===== src/rtl/reset_sequencer_pkg.sv =====
// ============================================================================
// reset_sequencer_pkg : shared types and width helpers for the reset sequencer
// Revision: 1.0
// ============================================================================
`default_nettype none

package reset_sequencer_pkg;

  typedef enum logic [1:0] {
    HOLD      = 2'd0,
    WAIT_LOCK = 2'd1,
    RELEASE   = 2'd2,
    DONE      = 2'd3
  } state_t;

  // cnt only ever counts up to max(HOLD,STEP)-1 before a terminal compare clears it
  function automatic int cnt_width(input int hold_cycles, input int step_cycles);
    int m;
    m = (hold_cycles > step_cycles) ? hold_cycles : step_cycles;
    return (m < 2) ? 1 : $clog2(m);
  endfunction

  function automatic int idx_width(input int num_rst);
    return $clog2(num_rst) + 1;
  endfunction

endpackage

`default_nettype wire


===== src/rtl/bit_sync.sv =====
// ============================================================================
// bit_sync : multi-flop single-bit synchronizer with asynchronous clear
// Revision: 1.0
// ============================================================================
`default_nettype none

module bit_sync #(
  parameter int STAGES = 3
) (
  input  logic clk,
  input  logic async_reset,
  input  logic d,
  output logic q
);

  (* ASYNC_REG = "TRUE" *) logic [STAGES-1:0] sync_q;
  logic [STAGES-1:0] sync_d;

  always_comb begin
    sync_d = {sync_q[STAGES-2:0], d};
  end

  always_ff @(posedge clk or posedge async_reset) begin
    if (async_reset) begin
      sync_q <= '0;
    end else begin
      sync_q <= sync_d;
    end
  end

  assign q = sync_q[STAGES-1];

endmodule

`default_nettype wire


===== src/rtl/reset_sequencer.sv =====
// ============================================================================
// reset_sequencer : holds, waits for clock lock, then releases resets in order
// Revision: 1.0
// ============================================================================
`default_nettype none

module reset_sequencer
  import reset_sequencer_pkg::*;
#(
  parameter int NUM_RST     = 4,
  parameter int HOLD_CYCLES = 16,
  parameter int STEP_CYCLES = 8,
  parameter int LOCK_STAGE  = 3
) (
  input  logic               clk,
  input  logic               async_reset,
  input  logic               locked_in,
  input  logic               soft_rst_req,
  output logic [NUM_RST-1:0] rst_out,
  output logic               busy,
  output logic               done
);

  localparam int CNT_W = cnt_width(HOLD_CYCLES, STEP_CYCLES);
  localparam int IDX_W = idx_width(NUM_RST);

  localparam logic [CNT_W-1:0] HOLD_LAST = CNT_W'(HOLD_CYCLES - 1);
  localparam logic [CNT_W-1:0] STEP_LAST = CNT_W'(STEP_CYCLES - 1);
  localparam logic [IDX_W-1:0] IDX_LAST  = IDX_W'(NUM_RST - 1);

  logic locked_s;

  bit_sync #(
    .STAGES (LOCK_STAGE)
  ) u_lock_sync (
    .clk         (clk),
    .async_reset (async_reset),
    .d           (locked_in),
    .q           (locked_s)
  );

  state_t             state_q, state_d;
  logic [CNT_W-1:0]   cnt_q, cnt_d;
  logic [IDX_W-1:0]   idx_q, idx_d;
  logic [NUM_RST-1:0] rst_out_q, rst_out_d;
  logic               done_q, done_d;
  logic               busy_q, busy_d;
  logic               restart;

  always_ff @(posedge clk or posedge async_reset) begin
    if (async_reset) begin
      state_q   <= HOLD;
      cnt_q     <= '0;
      idx_q     <= '0;
      rst_out_q <= '1;
      done_q    <= 1'b0;
      busy_q    <= 1'b1;
    end else begin
      state_q   <= state_d;
      cnt_q     <= cnt_d;
      idx_q     <= idx_d;
      rst_out_q <= rst_out_d;
      done_q    <= done_d;
      busy_q    <= busy_d;
    end
  end

  always_comb begin
    state_d   = state_q;
    cnt_d     = cnt_q;
    idx_d     = idx_q;
    rst_out_d = rst_out_q;
    done_d    = done_q;

    // Lock loss only restarts once resets have started to release; in HOLD it just gates the exit
    restart = soft_rst_req | (~locked_s & ((state_q == RELEASE) | (state_q == DONE)));

    if (restart) begin
      state_d   = HOLD;
      cnt_d     = '0;
      idx_d     = '0;
      rst_out_d = '1;
      done_d    = 1'b0;
    end else begin
      case (state_q)
        HOLD: begin
          if (cnt_q == HOLD_LAST) begin
            cnt_d   = '0;
            state_d = locked_s ? RELEASE : WAIT_LOCK;
          end else begin
            cnt_d = cnt_q + CNT_W'(1);
          end
        end
        WAIT_LOCK: begin
          if (locked_s) begin
            state_d = RELEASE;
            cnt_d   = '0;
          end
        end
        RELEASE: begin
          if (cnt_q == STEP_LAST) begin
            cnt_d = '0;
            idx_d = idx_q + IDX_W'(1);
            for (int i = 0; i < NUM_RST; i++) begin
              if (idx_q == IDX_W'(i)) begin
                rst_out_d[i] = 1'b0;
              end
            end
            if (idx_q == IDX_LAST) begin
              state_d = DONE;
              done_d  = 1'b1;
            end
          end else begin
            cnt_d = cnt_q + CNT_W'(1);
          end
        end
        default: begin
          state_d = DONE;
        end
      endcase
    end

    busy_d = (state_d != DONE);
  end

  assign rst_out = rst_out_q;
  assign busy    = busy_q;
  assign done    = done_q;

endmodule

`default_nettype wire


===== config.mk =====
export PLATFORM = sky130hd
export DESIGN_NAME = reset_sequencer
export DESIGN_NICKNAME = d
export VERILOG_FILES = /design/src/rtl/reset_sequencer_pkg.sv /design/src/rtl/bit_sync.sv /design/src/rtl/reset_sequencer.sv
export SDC_FILE = /design/constraint.sdc
export NUM_CORES = 1
export LEC_CHECK = 0
export CAP_MARGIN = 20
export CORE_MARGIN = 1.5
export CORE_UTILIZATION = 39
export CTS_CLUSTER_SIZE = 25
export DETAILED_ROUTE_END_ITERATION = 8
export PLACE_DENSITY = 0.55
export SLEW_MARGIN = 20
export SYNTH_ARGS = -nofsm -noshare
export SYNTH_HDL_FRONTEND = slang
export SYNTH_SLANG_ARGS = --single-unit

===== constraint.sdc =====
create_clock -name clk -period 3.3 [get_ports clk]
set_clock_uncertainty 0.05 [all_clocks]
set_input_delay 0.66 -clock clk [delete_from_list [all_inputs] [get_ports clk]]
set_output_delay 0.66 -clock clk [all_outputs]
set_load 0.1 [all_outputs]

==> results.yml, run 1 <==
worst_setup_path:
  worstPathRequired_ps: 3380
  ff2ff_setup_slack_ps: 1210
  crit_path_cell_trace: "inv_1 -> ha_1 -> nor2_1 -> o21bai_1 -> o311ai_0"
  crit_fanout: 13
  end_kind: "flip-flop"
  arrival_ps: 2170
  start_kind: "flip-flop"
  slowest_delay_ps: 720
  path_class: "flip-flop to flip-flop"
  slowest_stage: "o21bai_1"
layout:
  fin_nets: 121
  fin_util: 0.466
  postLayoutCellArea_sq_um: 1140
  diodes: 0
  final_common_cell: "dfrtp_1"
  regArea_sq_um: 457
  n_fill_cell: 235
  drive_gt1_frac: 0.231
  multiInputGateArea_sq_um: 509
  area_growth_pct: 13.2
  final_cell_mix: "dfrtp_1, ha_1, nor2_1"
floorplan:
  start_util: 0.412
  core_area_sq_um: 2450
  rows: 18
  dieArea_sq_um: 2910
  pin_count: 10
  die_y_um: 53.9
  die_w_um: 53.9
sta:
  max_freq_ghz: 0.479
  finalCritPeriodShare: 0.632
  worst_slack_ps: 1210
  slew_violations: 0
  fin_setup_tns_ps: 0
  holdWs_ps: 310
  relSlewSlack: 0.384
  period_minus_slack_ps: 2090
  setup_viol: 0
  tightest_slew_ps: 923
  rsz0062_at_grt: "false"
  finalHoldViolCount: 0
synthesis:
  avgSynthCellArea_sq_um: 10.9
  syn_inst: 93
  syn_area_sq_um: 1010
  synth-warning-count: 0
  synth.distinct_cells: 36
  synth.yosys.seq_area_share: 0.452
  ys_ff_latch: 18
  syn_nets: 109
route:
  route.met2.wl_um: 850
  finalWirelength_um: 1660
  wl_met3_um: 25
  first_pass_iters: 3
  drtIter0Drc: 1
  drtAntennaViolNets: 0
  post_drt_wl_per_cell_um: 12.4
  drcViolationCount: 0
  viasPerCell: 5.12
  vias: 686
  met1Wirelength_um: 757
  top_layer_used: "met4"
placement:
  io_buffers: 9
  dpl.hpwl_um: 1250
  gp_congestion: 0.721
  dpl_worst_slack_ps: 1180
  placed_area_sq_um: 1110
clock_network:
  clk_pin_slew_ps: 110
  tritoncts: "built"
  clk_latency_ps: 290
  cts_root_buf: "clkbuf_4"
  cts_buffers: 3
  holdBufCountCts: 0
  cts_resized: 0
  htree_levels: 1
  cts.sinks: 18
  clockBufferDepth: 2
  cts_setup_buffers: 0
global_routing:
  grt_first_pass_wirelength_um: 2820
  gr-total-overflow: 0
  grt_usage: 0.137
  grt_max_degree: 19
  grt_pass1_vias: 663
  grt_antenna_before_repair: 0
power_and_ir_drop:
  p_per_area_nw_per_um2: 336
  swShare: 0.216
  switching_power_mw: 0.0834
  combPwrFrac: 0.054
  peakVddDrop_uv: 235
  p_clk_frac: 0.349
  p_leak_nw: 0.517
  seqPwrFrac: 0.597
  intPower_mw: 0.302
status:
  status: "completed"
job:
  maxCapViolCount: 0
hold_path:
  hold_path.class: "flip-flop to flip-flop"
-- layer usage --
| metal | track usage | vias up |
|---|---|---|
| met5 | 0 | - |
| met3 | 0.0167 | 2 |
| met4 | 0.0769 | 0 |
| li1 | - | 341 |
| met2 | 0.232 | 4 |
| met1 | 0.168 | 339 |
-- power by group through the flow --
stage	sequential, mW	combinational, mW	clock, mW
floorplan	0.233	0.0143	0
global placement	0.234	0.0213	0
detailed placement	0.234	0.0215	0
CTS	0.230	0.0216	0.140
global route	0.231	0.0240	0.146
finish	0.230	0.0208	0.134
-- sequential cells by signal, summed over array words and instances, names as in the netlist --
register,count
done,1
cnt_q,4
u_lock_sync.sync_q,3
busy,1
rst_out,4
state_q,2
idx_q,3
-- through the flow --
step           power, mW  std cells
2_1_floorplan      0.247         93
3_3_place_gp       0.255        130
3_5_place_dp       0.256        130
4_1_cts            0.391        134
5_1_grt            0.401        134
6_report           0.385        134
-- final timing paths --
kind                                        from  depth (start not counted)               endpoint
max in group asynchronous            async_reset                          2               cnt_q[3]
setup reg to reg                      state_q[0]                          5               cnt_q[3]
setup / recovery                      state_q[0]                          5               cnt_q[3]
min in group asynchronous            async_reset                          2  u_lock_sync.sync_q[1]
hold / removal             u_lock_sync.sync_q[1]                          0  u_lock_sync.sync_q[2]
hold reg to reg            u_lock_sync.sync_q[1]                          0  u_lock_sync.sync_q[2]
-- worst max-delay path: cells and delay by family (launching register included) --
kind / cells / cell delay [ps]
compound gates: 2 / 960
fa+ha+maj: 1 / 250
flops: 1 / 440
buf+inv: 1 / 140
simple gates: 1 / 80
-- logic make-up (layout without fill, tap and decap cells) --
logic type               count (synthesis)  after routing  share of synthesized area
adder cells (fa/ha/maj)                 12             12                      0.149
buffers and inverters                   10             21                     0.0446
XOR/XNOR                                 2              2                     0.0173
AND/OR/NAND/NOR                         30             30                      0.170
flip-flops                              18             18                      0.452
multiplexers                             2              2                     0.0247
AO/OA/AOI/OAI                           19             19                      0.144
-- final cells by class --
cell class                      instances  area share
Timing Repair Buffer                    9      0.0656
Clock buffer                            4      0.0317
Multi-Input combinational cell         65       0.445
Inverter                                8      0.0262
Tap cell                               30      0.0328
Sequential cell                        18       0.399
-- synth_stat cells --
cell,instances,area share
a2111oi_2,2,0.030
a211oi_1,1,0.0074
a21o_1,3,0.022
a21oi_1,4,0.020
a31oi_1,1,0.0062
and2_2,1,0.0074
and2_4,1,0.0087
and4b_1,1,0.0099
buf_6,1,0.011
clkbuf_1,1,0.0037
dfrtp_1,13,0.32
dfstp_2,5,0.13
ha_1,12,0.15
inv_1,8,0.030
mux2_4,1,0.015
mux2i_1,1,0.0099
nand2_1,4,0.015
nand3_1,1,0.0049
nand3_2,1,0.0099
nand3b_1,1,0.0074
nand4_1,2,0.012
nor2_1,11,0.041
nor2b_1,1,0.0062
nor2b_2,1,0.0087
nor3_1,1,0.0049
nor4b_1,1,0.0087
o21a_1,3,0.022
o21ai_0,2,0.0099
o21ba_2,1,0.0099
o21bai_1,1,0.0074
o311ai_0,1,0.0087
or2_4,1,0.0087
or3_1,1,0.0062
or4b_1,1,0.0099
xnor2_1,1,0.0087
xor2_1,1,0.0087
(Power assumes the default switching activity.)
==> run 2, diff against run 1 <==
--- a/config.mk
+++ b/config.mk
@@ -10,7 +10,7 @@
 export CORE_UTILIZATION = 39
 export CTS_CLUSTER_SIZE = 25
 export DETAILED_ROUTE_END_ITERATION = 8
-export PLACE_DENSITY = 0.55
+export PLACE_DENSITY = 0.57
 export SLEW_MARGIN = 20
 export SYNTH_ARGS = -nofsm -noshare
 export SYNTH_HDL_FRONTEND = slang
==> constraint.sdc (replaced) <==
create_clock -name clk -period 1.8 [get_ports clk]
set_clock_uncertainty 0.05 [all_clocks]
set_input_delay 0.36 -clock clk [delete_from_list [all_inputs] [get_ports clk]]
set_output_delay 0.36 -clock clk [all_outputs]
set_load 0.1 [all_outputs]
==> run 2 against run 1 <==
Against the previous run: maximum frequency grew 18%; design area grew 20%; first-iteration DRC count grew to 5.0 times the previous value; via count grew 5.0%; critical path depth is the same; clock power grew 52%; sequential power grew 83%; final cell count grew 9.7%; sequential share of layout area shrank 6.5 points; utilization grew 9.1 points; non-clock buffer count grew 13; largest power group unchanged.
==> results.yml, run 2 (synthesis gave the netlist of run 1 again) <==
status:
  status: "completed"
floorplan:
  dieArea_sq_um: 2910
  die_y_um: 53.9
  start_util: 0.412
  die_w_um: 53.9
  core_area_sq_um: 2450
  pin_count: 10
  rows: 18
clock_network:
  tritoncts: "built"
  cts.sinks: 18
  cts_buffers: 3
  clockBufferDepth: 2
  htree_levels: 1
  clk_latency_ps: 290
  cts_root_buf: "clkbuf_4"
  holdBufCountCts: 0
  clk_pin_slew_ps: 100
worst_setup_path:
  setup.worst_path.start: "state_q[0]"
  arrival_ps: 1940
  crit_path_cell_trace: "inv_2 -> ha_1 -> nor2b_2 -> or4b_4 -> a21oi_2"
  reg2reg_to: "cnt_q[2]"
  timing.rr.start: "state_q[0]"
  worstPathRequired_ps: 1970
  crit_fanout: 4
  crit_buf_inv: 1
  ff2ff_setup_slack_ps: 40
  end_kind: "flip-flop"
  slowest_delay_ps: 510
  start_kind: "flip-flop"
  path_class: "flip-flop to flip-flop"
  slowest_stage: "or4b_4"
  path_delay_family: "simple AND/OR/NAND/NOR gates"
  r2r_cells: 5
route:
  drtAntennaViolNets: 0
  post_drt_wl_per_cell_um: 12.8
  viasPerCell: 4.90
  drcViolationCount: 0
  vias: 720
  first_pass_iters: 4
  drtIter0Drc: 5
  finalWirelength_um: 1880
global_routing:
  gr-total-overflow: 0
  grt_usage: 0.158
  grt_pass1_vias: 747
  grt_antenna_before_repair: 0
  grt_max_degree: 19
  grt_first_pass_wirelength_um: 3190
power_and_ir_drop:
  peakVddDrop_uv: 471
  swShare: 0.223
  combPwrFrac: 0.071
  p_clk_frac: 0.302
  seqPwrFrac: 0.626
  p_per_area_nw_per_um2: 492
  power_mw: 0.674
  intPower_mw: 0.524
  p_leak_nw: 0.624
  switching_power_mw: 0.150
layout:
  fin_nets: 134
  diodes: 0
  postLayoutCellArea_sq_um: 1370
  area_growth_pct: 35.4
  final_cell_mix: "dfrtp_1, buf_4, nor2_1"
  drive_gt1_frac: 0.376
sta:
  relSlewSlack: 0.790
  tightest_slew_ps: 314
  slew_violations: 0
  period_minus_slack_ps: 1760
  finalCritPeriodShare: 0.980
  rsz0062_at_grt: "true"
  finalHoldViolCount: 0
  setup_viol: 0
  max_freq_ghz: 0.567
job:
  maxCapViolCount: 0
hold_path:
  hold_path.class: "flip-flop to flip-flop"
  min_to: "u_lock_sync.sync_q[1]"
  min_from: "u_lock_sync.sync_q[0]"
  hold_depth: 0
placement:
  dpl.hpwl_um: 1430
  io_buffers: 9
  gp_congestion: 0.782
  placed_area_sq_um: 1270
run 2: how the worst max path moves through the flow:
stage | slack, ps | depth (start not counted) | to
6_report | 40 | 5 | cnt_q[2]
5_1_grt | -30 | 6 | cnt_q[2]
4_1_cts | 0.5 | 6 | cnt_q[2]
3_5_place_dp | -30 | 6 | cnt_q[2]
3_3_place_gp | -20 | 6 | busy
2_1_floorplan | 9 | 6 | cnt_q[2]
run 2: layer usage:
layer | up-vias | routed length (um) | part of all wire | track usage
li1 | 368 | - | - | -
met2 | 5 | 965 | 0.51 | 0.270
met5 | - | 0 | 0 | 0
met1 | 345 | 863 | 0.46 | 0.191
met4 | 0 | 20 | 0.011 | 0.0897
met3 | 2 | 29 | 0.015 | 0.0167
run 2: power by group through the flow:
stage	logic, mW	clock network (mW)	registers [mW]
finish	0.0480	0.204	0.422
global route	0.0563	0.225	0.424
CTS	0.0466	0.217	0.422
detailed placement	0.0459	0	0.429
global placement	0.0466	0	0.428
floorplan	0.0262	0	0.427
run 2: stage by stage:
| step | hold WS [ps] | std cells | utilization | setup TNS (ps) | setup WS, ps |
|---|---|---|---|---|---|
| floorplan | 245 | 93 | - | 0 | 8.63 |
| CTS | 314 | 147 | 0.539 | 0 | 0.476 |
| global route | 327 | 147 | 0.558 | -43.6 | -33.9 |
| finish | 308 | 147 | 0.558 | 0 | 36.0 |
| global placement | 287 | 141 | 0.517 | -33.1 | -22.4 |
| detailed placement | 291 | 141 | 0.517 | -46.7 | -33.2 |
run 2: what timing repair did:
action,in CTS,in global routing
hold endpoints to repair,0,0
buffers inserted,2,0
setup endpoints to repair,3,6
pin swaps,0,1
resized for setup,2,9
run 2: final cells by class:
class,instances,area (sq um)
Clock buffer,4,26.3
Fill cell,212,1090
Inverter,8,30.0
Multi-Input combinational cell,65,571
Sequential cell,18,457
Tap cell,30,37.5
Timing Repair Buffer,22,248
==> run 3, diff against run 2 <==
--- a/config.mk
+++ b/config.mk
@@ -10,7 +10,7 @@
 export CORE_UTILIZATION = 39
 export CTS_CLUSTER_SIZE = 25
 export DETAILED_ROUTE_END_ITERATION = 8
-export PLACE_DENSITY = 0.57
+export PLACE_DENSITY = 0.55
 export SLEW_MARGIN = 20
 export SYNTH_ARGS = -nofsm -noshare
 export SYNTH_HDL_FRONTEND = slang
==> constraint.sdc (replaced) <==
create_clock -name clk -period 1.7 [get_ports clk]
set_clock_uncertainty 0.05 [all_clocks]
set_input_delay 0.34 -clock clk [delete_from_list [all_inputs] [get_ports clk]]
set_output_delay 0.34 -clock clk [all_outputs]
set_load 0.1 [all_outputs]
==> run 3 against run 2 <==
Against the previous run: the flow now finishes with violations (negative setup slack); via count is 9.4% higher; register-to-register slack got worse by 80 ps; clock power is 27% higher; maximum frequency rose by 1.3%; design area grew 8.9%.
==> results.yml, run 3 (synthesis gave the netlist of run 1 again) <==
clock_network:
  htree_levels: 1
  clockBufferDepth: 2
  clk_pin_slew_ps: 100
  tritoncts: "built"
  clk_latency_ps: 290
  cts_buffers: 3
  cts.sinks: 18
  cts_root_buf: "clkbuf_4"
worst_setup_path:
  worstPathRequired_ps: 1870
  crit_fanout: 3
  arrival_ps: 1910
  start_kind: "flip-flop"
  end_kind: "flip-flop"
  path_class: "flip-flop to flip-flop"
floorplan:
  die_y_um: 53.9
  start_util: 0.412
  dieArea_sq_um: 2910
  pin_count: 10
  die_w_um: 53.9
  rows: 18
  core_area_sq_um: 2450
global_routing:
  grt_usage: 0.173
  grt_first_pass_wirelength_um: 3570
  grt_max_degree: 17
  grt_pass1_vias: 824
  gr-total-overflow: 0
  grt_antenna_before_repair: 0
power_and_ir_drop:
  p_clk_frac: 0.339
  seqPwrFrac: 0.582
  swShare: 0.217
  p_leak_nw: 0.676
  switching_power_mw: 0.167
  intPower_mw: 0.601
  combPwrFrac: 0.079
  peakVddDrop_uv: 424
  p_per_area_nw_per_um2: 515
sta:
  finalCritPeriodShare: 1.02
  tightest_slew_ps: 312
  period_minus_slack_ps: 1740
  rsz0062_at_grt: "true"
  relSlewSlack: 0.792
  setup_viol: 1
  fin_setup_tns_ps: -41.5
  max_freq_ghz: 0.574
  finalHoldViolCount: 0
  slew_violations: 0
  worst_slack_ps: -41.5
layout:
  final_cell_mix: "buf_4, dfrtp_1, nor2_1"
  final_common_cell: "buf_4"
  diodes: 0
  drive_gt1_frac: 0.476
  fin_nets: 143
  area_growth_pct: 47.4
  fin_util: 0.607
placement:
  io_buffers: 9
  dpl.hpwl_um: 1540
  gp_congestion: 0.819
route:
  first_pass_iters: 4
  viasPerCell: 5.05
  post_drt_wl_per_cell_um: 13.3
  drcViolationCount: 0
  drtIter0Drc: 7
  vias: 788
  drtAntennaViolNets: 0
  finalWirelength_um: 2070
hold_path:
  hold_path.class: "input port to async pin"
status:
  status: "finished, violations left"
  violations: "negative setup slack"
job:
  maxCapViolCount: 0
run 3: changes by cell type in the layout (fill, tap and decap cells not counted), sizes merged:
cell / before / now
buf: 19 / 28
run 3: worst max-delay path: stages, from the launching register on:
cell and delay [ps]:
dfrtp_2 430, inv_4 60, ha_4 160, nor2b_4 130, or2_4 240, or4b_1 470
a21oi_1 130
run 3: stage by stage:
stage	total power, mW	hold WS [ps]	cells	instance area [sq um]	setup slack, ps
3_5_place_dp	0.510	288	146	1350	-48.0
4_1_cts	0.776	141	154	1430	-45.6
3_3_place_gp	0.511	285	146	1350	-34.9
2_1_floorplan	0.480	225	93	1060	-0.129
6_report	0.767	149	156	1490	-41.5
5_1_grt	0.805	137	156	1490	-111
run 3: power groups by stage:
stage                     clock [mW]  combinational [mW]  sequential (mW)
after floorplan                    0              0.0279            0.453
after global placement             0              0.0573            0.453
after detailed placement           0              0.0570            0.453
after CTS                      0.272              0.0580            0.446
after global routing           0.288              0.0689            0.449
final                          0.260              0.0605            0.447
run 3: what timing repair did:
action                     4_1_cts  5_1_grt
hold buffers                     0        0
buffers inserted                 4        2
gates resized for setup          3        9
pin swaps                        2        4
setup endpoints to repair        5       13
run 3: worst paths after layout:
| kind | start | endpoint | slack (ps) | depth (start not counted) |
|---|---|---|---|---|
| setup / recovery | state_q[1] | cnt_q[2] | -40 | 6 |
| hold reg to reg | u_lock_sync.sync_q[0] | u_lock_sync.sync_q[1] | 310 | 0 |
| hold / removal | async_reset | u_lock_sync.sync_q[0] | 150 | 2 |
| max in group asynchronous | async_reset | rst_out[1] | 980 | 3 |
| min in group clk | u_lock_sync.sync_q[0] | u_lock_sync.sync_q[1] | 310 | 0 |
| setup reg to reg | state_q[1] | cnt_q[2] | -40 | 6 |
run 3: cell type report:
cell class              instances  area [sq um]
inverters                       8          35.0
well taps                      30          37.5
clock buffers                   4          36.3
repair buffers                 31           319
flip-flops and latches         18           459
multi-input cells              65           603
fillers                       215           965
run 3: metal layers:
layer  up-vias  part of all wire  track usage
met3         2             0.014       0.0333
li1        388                 -            -
met5         -                 0            0
met1       395              0.44        0.220
met2         3              0.54        0.295
met4         0            0.0072       0.0513
